$ cat config.mk
export PLATFORM = sky130hd
export DESIGN_NAME = calc_cmd_queue_flat
export DESIGN_NICKNAME = d
export VERILOG_FILES = /design/src/rtl/calc_cmd_queue_if.sv /design/src/rtl/calc_cmd_queue.sv /design/src/flat_wrapper.sv
export SDC_FILE = /design/constraint.sdc
export NUM_CORES = 1
export LEC_CHECK = 0
export BUFFER_PORTS_ARGS = -buffer_cell sky130_fd_sc_hd__buf_2
export CORE_UTILIZATION = 30
export CTS_CLUSTER_DIAMETER = 150
export DETAILED_ROUTE_END_ITERATION = 12
export PLACE_DENSITY = 0.56
export RECOVER_POWER = 50
export SKIP_LAST_GASP = 1
export SLEW_MARGIN = 20
export SYNTH_ARGS = -nofsm -noshare
export SYNTH_HDL_FRONTEND = slang
export SYNTH_SLANG_ARGS = --single-unit
export TNS_END_PERCENT = 5
$ cat constraint.sdc
create_clock -name clk -period 5.7 [get_ports clk]
set_input_delay 1.14 -clock clk [delete_from_list [all_inputs] [get_ports clk]]
set_output_delay 1.14 -clock clk [all_outputs]
set_load 0.02 [all_outputs]
$ cat src/rtl/calc_cmd_queue_if.sv
// rtl/calc_cmd_queue_if.sv - push, issue and result signals of the calculator command queue
// master is the producer/calculator side, slave is the queue itself.
interface calc_cmd_queue_if #(
  parameter int DEPTH  = 4,
  parameter int DATA_W = 8,
  parameter int OP_W   = 2,
  parameter int RES_W  = 16
);
  localparam int CNT_W = $clog2(DEPTH) + 1;

  logic              in_valid;
  logic              in_ready;
  logic [DATA_W-1:0] in_first;
  logic [DATA_W-1:0] in_second;
  logic [OP_W-1:0]   in_op;
  logic              issue_en;
  logic [DATA_W-1:0] first_num;
  logic [DATA_W-1:0] second_num;
  logic [OP_W-1:0]   operation;
  logic              out_valid;
  logic [RES_W-1:0]  calc_q;
  logic              res_valid;
  logic [RES_W-1:0]  res_data;
  logic [CNT_W-1:0]  count;

  modport master (
    output in_valid, in_first, in_second, in_op, issue_en, calc_q,
    input  in_ready, first_num, second_num, operation, out_valid,
           res_valid, res_data, count
  );

  modport slave (
    input  in_valid, in_first, in_second, in_op, issue_en, calc_q,
    output in_ready, first_num, second_num, operation, out_valid,
           res_valid, res_data, count
  );
endinterface

$ cat src/rtl/calc_cmd_queue.sv
// rtl/calc_cmd_queue.sv - command FIFO feeding the registered calculator, with result capture
// Issue is registered (no bypass); results are captured two edges after issue.
module calc_cmd_queue #(
  parameter int DEPTH  = 4,
  parameter int DATA_W = 8,
  parameter int OP_W   = 2,
  parameter int RES_W  = 16
) (
  input  logic              clk,
  input  logic              reset,
  calc_cmd_queue_if.slave   bus
);
  localparam int PTR_W = $clog2(DEPTH);
  localparam int CNT_W = PTR_W + 1;
  localparam int ENT_W = 2 * DATA_W + OP_W;
  localparam logic [CNT_W-1:0] FULL_CNT = CNT_W'(DEPTH);

  logic [ENT_W-1:0]  mem_q [DEPTH];
  logic [ENT_W-1:0]  mem_d [DEPTH];
  logic [PTR_W-1:0]  wr_ptr_q, wr_ptr_d;
  logic [PTR_W-1:0]  rd_ptr_q, rd_ptr_d;
  logic [CNT_W-1:0]  count_q, count_d;
  logic [DATA_W-1:0] first_q, first_d;
  logic [DATA_W-1:0] second_q, second_d;
  logic [OP_W-1:0]   op_q, op_d;
  logic              out_valid_q, out_valid_d;
  logic              v2_q, v2_d;
  logic              res_valid_q, res_valid_d;
  logic [RES_W-1:0]  res_data_q, res_data_d;
  logic              push;
  logic              pop;

  always_comb begin
    push        = bus.in_valid && (count_q < FULL_CNT);
    pop         = (count_q != '0) && bus.issue_en;
    mem_d       = mem_q;
    wr_ptr_d    = wr_ptr_q;
    rd_ptr_d    = rd_ptr_q;
    count_d     = count_q;
    first_d     = first_q;
    second_d    = second_q;
    op_d        = op_q;

    if (push) begin
      mem_d[wr_ptr_q] = {bus.in_first, bus.in_second, bus.in_op};
      wr_ptr_d        = wr_ptr_q + PTR_W'(1);
    end
    if (pop) begin
      {first_d, second_d, op_d} = mem_q[rd_ptr_q];
      rd_ptr_d                  = rd_ptr_q + PTR_W'(1);
    end

    case ({push, pop})
      2'b10:   count_d = count_q + CNT_W'(1);
      2'b01:   count_d = count_q - CNT_W'(1);
      default: count_d = count_q;
    endcase

    // Calculator registers at issue+1; its Q is sampled one edge later.
    out_valid_d = pop;
    v2_d        = out_valid_q;
    res_valid_d = v2_q;
    res_data_d  = v2_q ? bus.calc_q : res_data_q;
  end

  always_ff @(posedge clk or negedge reset) begin
    if (!reset) begin
      for (int i = 0; i < DEPTH; i++) mem_q[i] <= '0;
      wr_ptr_q    <= '0;
      rd_ptr_q    <= '0;
      count_q     <= '0;
      first_q     <= '0;
      second_q    <= '0;
      op_q        <= '0;
      out_valid_q <= 1'b0;
      v2_q        <= 1'b0;
      res_valid_q <= 1'b0;
      res_data_q  <= '0;
    end else begin
      mem_q       <= mem_d;
      wr_ptr_q    <= wr_ptr_d;
      rd_ptr_q    <= rd_ptr_d;
      count_q     <= count_d;
      first_q     <= first_d;
      second_q    <= second_d;
      op_q        <= op_d;
      out_valid_q <= out_valid_d;
      v2_q        <= v2_d;
      res_valid_q <= res_valid_d;
      res_data_q  <= res_data_d;
    end
  end

  assign bus.in_ready   = count_q < FULL_CNT;
  assign bus.count      = count_q;
  assign bus.first_num  = first_q;
  assign bus.second_num = second_q;
  assign bus.operation  = op_q;
  assign bus.out_valid  = out_valid_q;
  assign bus.res_valid  = res_valid_q;
  assign bus.res_data   = res_data_q;
endmodule

$ cat src/flat_wrapper.sv
// flat-port wrapper written by rule: the top's interface ports become plain ports
module calc_cmd_queue_flat 
#(
  parameter int DEPTH  = 4,
  parameter int DATA_W = 8,
  parameter int OP_W   = 2,
  parameter int RES_W  = 16
)
  (clk, reset, bus_in_valid, bus_in_first, bus_in_second, bus_in_op, bus_issue_en, bus_calc_q, bus_in_ready, bus_first_num, bus_second_num, bus_operation, bus_out_valid, bus_res_valid, bus_res_data, bus_count);
  calc_cmd_queue_if #(.DEPTH(DEPTH), .DATA_W(DATA_W), .OP_W(OP_W), .RES_W(RES_W)) bus_i ();
  input  logic clk;
  input  logic reset;
  input wire logic [$bits(bus_i.in_valid)-1:0] bus_in_valid;
  input wire logic [$bits(bus_i.in_first)-1:0] bus_in_first;
  input wire logic [$bits(bus_i.in_second)-1:0] bus_in_second;
  input wire logic [$bits(bus_i.in_op)-1:0] bus_in_op;
  input wire logic [$bits(bus_i.issue_en)-1:0] bus_issue_en;
  input wire logic [$bits(bus_i.calc_q)-1:0] bus_calc_q;
  output wire logic [$bits(bus_i.in_ready)-1:0] bus_in_ready;
  output wire logic [$bits(bus_i.first_num)-1:0] bus_first_num;
  output wire logic [$bits(bus_i.second_num)-1:0] bus_second_num;
  output wire logic [$bits(bus_i.operation)-1:0] bus_operation;
  output wire logic [$bits(bus_i.out_valid)-1:0] bus_out_valid;
  output wire logic [$bits(bus_i.res_valid)-1:0] bus_res_valid;
  output wire logic [$bits(bus_i.res_data)-1:0] bus_res_data;
  output wire logic [$bits(bus_i.count)-1:0] bus_count;
  assign bus_i.in_valid = bus_in_valid;
  assign bus_i.in_first = bus_in_first;
  assign bus_i.in_second = bus_in_second;
  assign bus_i.in_op = bus_in_op;
  assign bus_i.issue_en = bus_issue_en;
  assign bus_i.calc_q = bus_calc_q;
  assign bus_in_ready = bus_i.in_ready;
  assign bus_first_num = bus_i.first_num;
  assign bus_second_num = bus_i.second_num;
  assign bus_operation = bus_i.operation;
  assign bus_out_valid = bus_i.out_valid;
  assign bus_res_valid = bus_i.res_valid;
  assign bus_res_data = bus_i.res_data;
  assign bus_count = bus_i.count;
  calc_cmd_queue #(.DEPTH(DEPTH), .DATA_W(DATA_W), .OP_W(OP_W), .RES_W(RES_W)) u_core (.clk(clk), .reset(reset), .bus(bus_i));
endmodule
# ---- Word level (Yosys, flattened, before mapping)
# Index checks and enable logic that the tools add are counted.
dict set report totals {
  regBits 116
  in_bits 38
  output_inout_bits 40
  word_cells 38
}
dict set report classes {
  n_addsub 4
  magnitude_cmp 4
  eq_ne 2
  n_mux 7
  bitwise 2
  reduce_logical 5
}
# cell count
set ops {}
lappend ops {{$bwmux 72} 1}
lappend ops {{$mux 18} 3}
lappend ops {{$bmux 18 s2} 1}
lappend ops {{$demux 18 s2} 1}
lappend ops {{$ge 3x3->1 const B} 2}
lappend ops {{$not 2->3} 2}
lappend ops {{$pmux 3 s2} 1}
lappend ops {{$add 2x1->2 const B} 2}
lappend ops {{$add 3x1->3 const B} 1}
lappend ops {{$logic_and 1x1->1} 3}
lappend ops {{$lt 3x1->1 const B} 1}
lappend ops {{$lt 3x3->1 const B} 1}
lappend ops {{$reduce_bool 3->1} 1}
lappend ops {{$sub 3x1->3 const B} 1}
lappend ops {{$eq 2x1->1 const B} 1}
lappend ops {{$eq 2x2->1 const B} 1}
lappend ops {{$reduce_bool 2->1} 1}

# ---- Longest topological paths before layout
dict set report depth {
  depth_word 6
  mapped_depth 9
}

# ---- Worst setup path after synthesis
# Ideal clock, no wire load.
dict set report synth_timing {
  path_type {input-to-reg}
  start {in bus_issue_en}
  end {reg u_core.count_q[2] (netlist: u_core.bus.count[2])}
  arrival_time_ns 2.545
  required_time_ns 5.620
  setup_slack_ns 3.075
  stages 9
  path_cell_list {o31ai_1 > inv_1 > clkbuf_1 > ha_1 > inv_1 > fa_1 > xor2_1 > nor2_1 > xnor2_1}
}
dict set report synth_between {
  elab_chain_len 3
  elab_cells_between_ends 5
}
# element line
set synth_rtl {}
lappend synth_rtl {{start, declared} flat_wrapper.sv:17} ;# input wire logic [$bits(bus_i.issue_en)-1:0] bus_issue_en;
lappend synth_rtl {{$logic_and 1x1->1 (*)} calc_cmd_queue.sv:35} ;# pop = (count_q != '0) && bus.issue_en;
lappend synth_rtl {{net u_core.out_valid_d} calc_cmd_queue.sv:26} ;# logic out_valid_q, out_valid_d;
lappend synth_rtl {{$eq 2x1->1 or $eq 2x2->1 (tied branches)} calc_cmd_queue.sv:53} ;# case ({push, pop})
lappend synth_rtl {{$pmux 3 s2 or $reduce_bool 2->1 (tied branches)} -}
lappend synth_rtl {{end signal, assigned} calc_cmd_queue.sv:83} ;# count_q <= count_d;
lappend synth_rtl {{end, declared} calc_cmd_queue.sv:22} ;# logic [CNT_W-1:0] count_q, count_d;
# Mark *: on every way through the listed nets, which the timed path passes. The rest lies on a longest branch.
# A chain may end at the register's enable or synchronous reset.

# ---- Worst setup path in the final report
dict set report layout_timing {
  start {in bus_in_valid}
  end {reg u_core.count_q[2] (netlist: u_core.bus.count[2])}
}
dict set report layout_between {
  elab_chain_len 3
  elab_cells_between_ends 5
}
# element line
set layout_rtl {}
lappend layout_rtl {{start, declared} flat_wrapper.sv:13} ;# input wire logic [$bits(bus_i.in_valid)-1:0] bus_in_valid;
lappend layout_rtl {{$logic_and 1x1->1 (*)} calc_cmd_queue.sv:34} ;# push = bus.in_valid && (count_q < FULL_CNT);
lappend layout_rtl {{$eq 2x1->1 or $eq 2x2->1 (tied branches)} calc_cmd_queue.sv:53}
lappend layout_rtl {{$pmux 3 s2 or $reduce_bool 2->1 (tied branches)} -}
# Every way passes the cells marked *; elsewhere a longest branch is shown, timed or not.

==> results_dict.tcl <==
set metrics [dict create \
    clk_latency_ns 0.41 \
    cts_setup_buffers 0 \
    crit_chain "buf_2, nor2b_1, inv_1, ha_1, inv_1, fa_1, xor2_1, nor2_1, xnor2_1" \
    tritoncts "yes" \
    r2r_slack_ns 2.71 \
    p_leak_nw 2.878 \
    tightest_slew_ns 1.643 \
    synth_nets 366 \
    yosys.area_share.simple_pct 5.944 \
    drt-total-wl_um 10490 \
    synth_top_family_by_area "multiplexers" \
    clock_skew_ns 0.007758 \
    powerDensity_nw_per_um2 616.6 \
    synth_compound_area_share_pct 0.2456 \
    core_area_um2 16580 \
    clk_path_buf_depth 2 \
    synthTopCellsByArea "dfrtp_1 (57%), mux2_4 (12%), mux2_2 (11%), mux4_2 (8.0%), nand2_1 (4.1%)" \
    syn-instance-count 322 \
    layout.nets 449 \
    io_pins 78 \
    cts_hold_buf 0 \
    antenna_left 0 \
    die_w_um 132.3 \
    drt_pass1_iterations 5 \
    avgRoutedWirePerCell_um 16.41 \
    final-hold-violation-count 0 \
    first_global_vias 3020 \
    min_path_type "register to register" \
    avgViaCountPerCell 4.415 \
    initial_core_util_pct 30.72 \
    die_area_um2 17500 \
    finalSetupTns_ns 0 \
    antenna_found_initial 2 \
    die_h_um 132.3 \
    maxCapViolations 1 \
    grt_max_degree 67 \
    path_class "input pin to register" \
    slew_violations 9 \
    ys_types 20 \
    synth_warnings 0 \
    synthesis.area_um2 5094 \
    portBuffers 77 \
    cpPeakStageDelay_ns 1.24 \
    cts_htree_levels 4 \
    outcome "finished with violations" \
    worstSetupStartpointType "input pin" \
    critical_path_arrival_ns 3.45 \
    ys_ff_latch 116 \
    worstPathRequired_ns 6.00 \
    fin_crit_sh_pct 55.24 \
    setup_violations 0 \
    fmax_mhz 317.6 \
    grt_overflow 0 \
    track_usage_pct 13.19 \
    numCtsBuffers 17 \
    rows 47 \
    dr_total_vias 2821 \
    critical_path.most_common_cell "inv_1" \
    clock_sinks 116 \
    yosys.area_share.xor_xnor_pct 1.032 \
    min_period_ns 3.149 \
    syn_area_per_cell_um2 15.82 \
    drive_above_1_share_pct 43.65 \
    area_growth_pct 21.00 \
    vdd_drop_max_mv 0.2703 \
    layout_setup_ws_ns 2.551 \
    synth_fa_ha_area_share_pct 1.621 \
    place_ws_ns 2.394 \
    rsz0062_at_grt "false" \
    drc_errors 0 \
    cp_max_fo 8 \
    synthMuxAreaShare_pct 30.56 \
    critPathCaptureType "register" \
    clkSlewWorstSetupHoldPaths_ns 0.06 \
    synth_seq_area_share_pct 56.99 \
    place_congestion 0.6742 \
    cts_root_buf "clkbuf_16" \
    slew_headroom_pct -9.744 \
    grt_pass1_wl_um 17140 \
    crit_slowest_cell "nor2b_1" \
    hpwl_um 6564 \
    violations "max-capacitance violations, max-slew violations" \
    yosysTopAreaCell "dfrtp_1" \
    cts_resized 0 \
    drt_iter0_drc 133 \
    synth_top_area_share_pct 56.99 \
]
-- synthesized netlist by cell type --
master,instances
buf_4,2
mux2_4,40
o21ai_0,1
nor2b_2,1
dfrtp_1,116
nand2_8,4
fa_1,1
ha_1,5
buf_2,7
mux2_2,48
inv_1,8
o31ai_1,1
clkbuf_1,1
mux2i_1,1
xnor2_1,5
buf_12,5
nor2_1,1
xor2_1,1
nand2_1,56
mux4_2,18
-- final timing paths --
path,start,to,cells past startpoint
hold reg to reg,u_core.bus.out_valid$_DFF_PN0_,u_core.res_valid_d$_DFF_PN0_,0
setup reg to reg,u_core.bus.count[0]$_DFFE_PN0P_,u_core.bus.count[2]$_DFFE_PN0P_,8
setup / recovery,bus_in_valid,u_core.bus.count[2]$_DFFE_PN0P_,9
min in group asynchronous,reset,u_core.bus.res_data[15]$_DFFE_PN0P_,1
hold / removal,u_core.bus.out_valid$_DFF_PN0_,u_core.res_valid_d$_DFF_PN0_,0
max in group asynchronous,reset,u_core.bus.count[0]$_DFFE_PN0P_,2
-- cell type report --
| class | instances | area (um^2) |
|---|---|---|
| Multi-Input combinational cell | 183 | 2018 |
| Timing Repair Buffer | 79 | 355.3 |
| Antenna cell | 2 | 5.005 |
| Sequential cell | 116 | 2903 |
| Clock buffer | 21 | 470.5 |
| Tap cell | 220 | 275.3 |
| Fill cell | 1598 | 10420 |
| Clock inverter | 10 | 106.4 |
| Inverter | 8 | 30.03 |
-- worst max-delay path, delay by kind of cell --
family                     cells  cell delay [ns]
and+or+nand+nor                2             1.30
xor gates and xnor gates       2             0.27
adders and majority gates      2             0.46
buffers and inverters          3             0.26
-- registers in the layout, summed over array words and instances, names as in the netlist --
name / flops
u_core.mem_q: 72
u_core.bus.res_data: 16
u_core.bus.first_num: 8
u_core.bus.second_num: 8
u_core.bus.count: 3
u_core.bus.operation: 2
u_core.rd_ptr_q: 2
u_core.wr_ptr_q: 2
u_core.bus.out_valid: 1
u_core.bus.res_valid: 1
u_core.res_valid_d: 1
-- metal layers --
| layer | vias up | wire (um) | GRT usage (%) |
|---|---|---|---|
| met1 | 1444 | 4947 | 16.92 |
| met2 | 79 | 4788 | 19.64 |
| met4 | 0 | 163 | 6.322 |
| met5 | - | 0 | 0 |
| li1 | 1285 | - | - |
| met3 | 13 | 589 | 4.960 |
-- layout by cell type (no fill, tap or decap) --
cell	instances
mux2_2	48
mux2i_1	1
bufinv_16	2
clkbuf_16	17
buf_4	3
mux2_4	40
clkinv_4	1
o31ai_4	1
nor2b_1	1
buf_2	38
nor2_1	1
xor2_1	1
clkinv_2	6
o21ai_0	1
nand2_1	56
xnor2_1	5
fa_1	1
nand2_8	4
clkinvlp_4	1
clkbuf_8	3
ha_1	5
dfrtp_1	116
clkbuf_1	39
inv_1	8
diode_2	2
mux4_2	18
-- per-stage QoR --
stage	cells	util (%)	area (um^2)	hold slack [ns]	total power, mW
final	639	37.17	6163	0.4108	3.800
after global routing	637	37.14	6158	0.4263	4.030
after detailed placement	606	33.96	5632	0.4072	2.819
after CTS	637	37.44	6208	0.4159	3.879
after global placement	606	33.96	5632	0.4063	2.774
after floorplan	322	-	5094	0.3487	2.488
-- logic make-up (layout without fill, tap and decap cells) --
kind of cell / count (synthesis) / count (layout)
multiplexers: 107 / 107
other: 0 / 2
AND/OR/NAND/NOR: 62 / 62
flip-flops: 116 / 116
AO/OA/AOI/OAI: 2 / 2
XOR/XNOR: 6 / 6
adder cells (fa/ha/maj): 6 / 6
buffers and inverters: 23 / 118
-- power by group --
| group | switching [mW] | total (mW) | internal, mW |
|---|---|---|---|
| registers | 0.272 | 1.48 | 1.21 |
| clock network | 0.367 | 1.04 | 0.670 |
| logic | 0.565 | 1.28 | 0.715 |
| total | 1.20 | 3.80 | 2.60 |
Power figures use the tool's default switching activity.
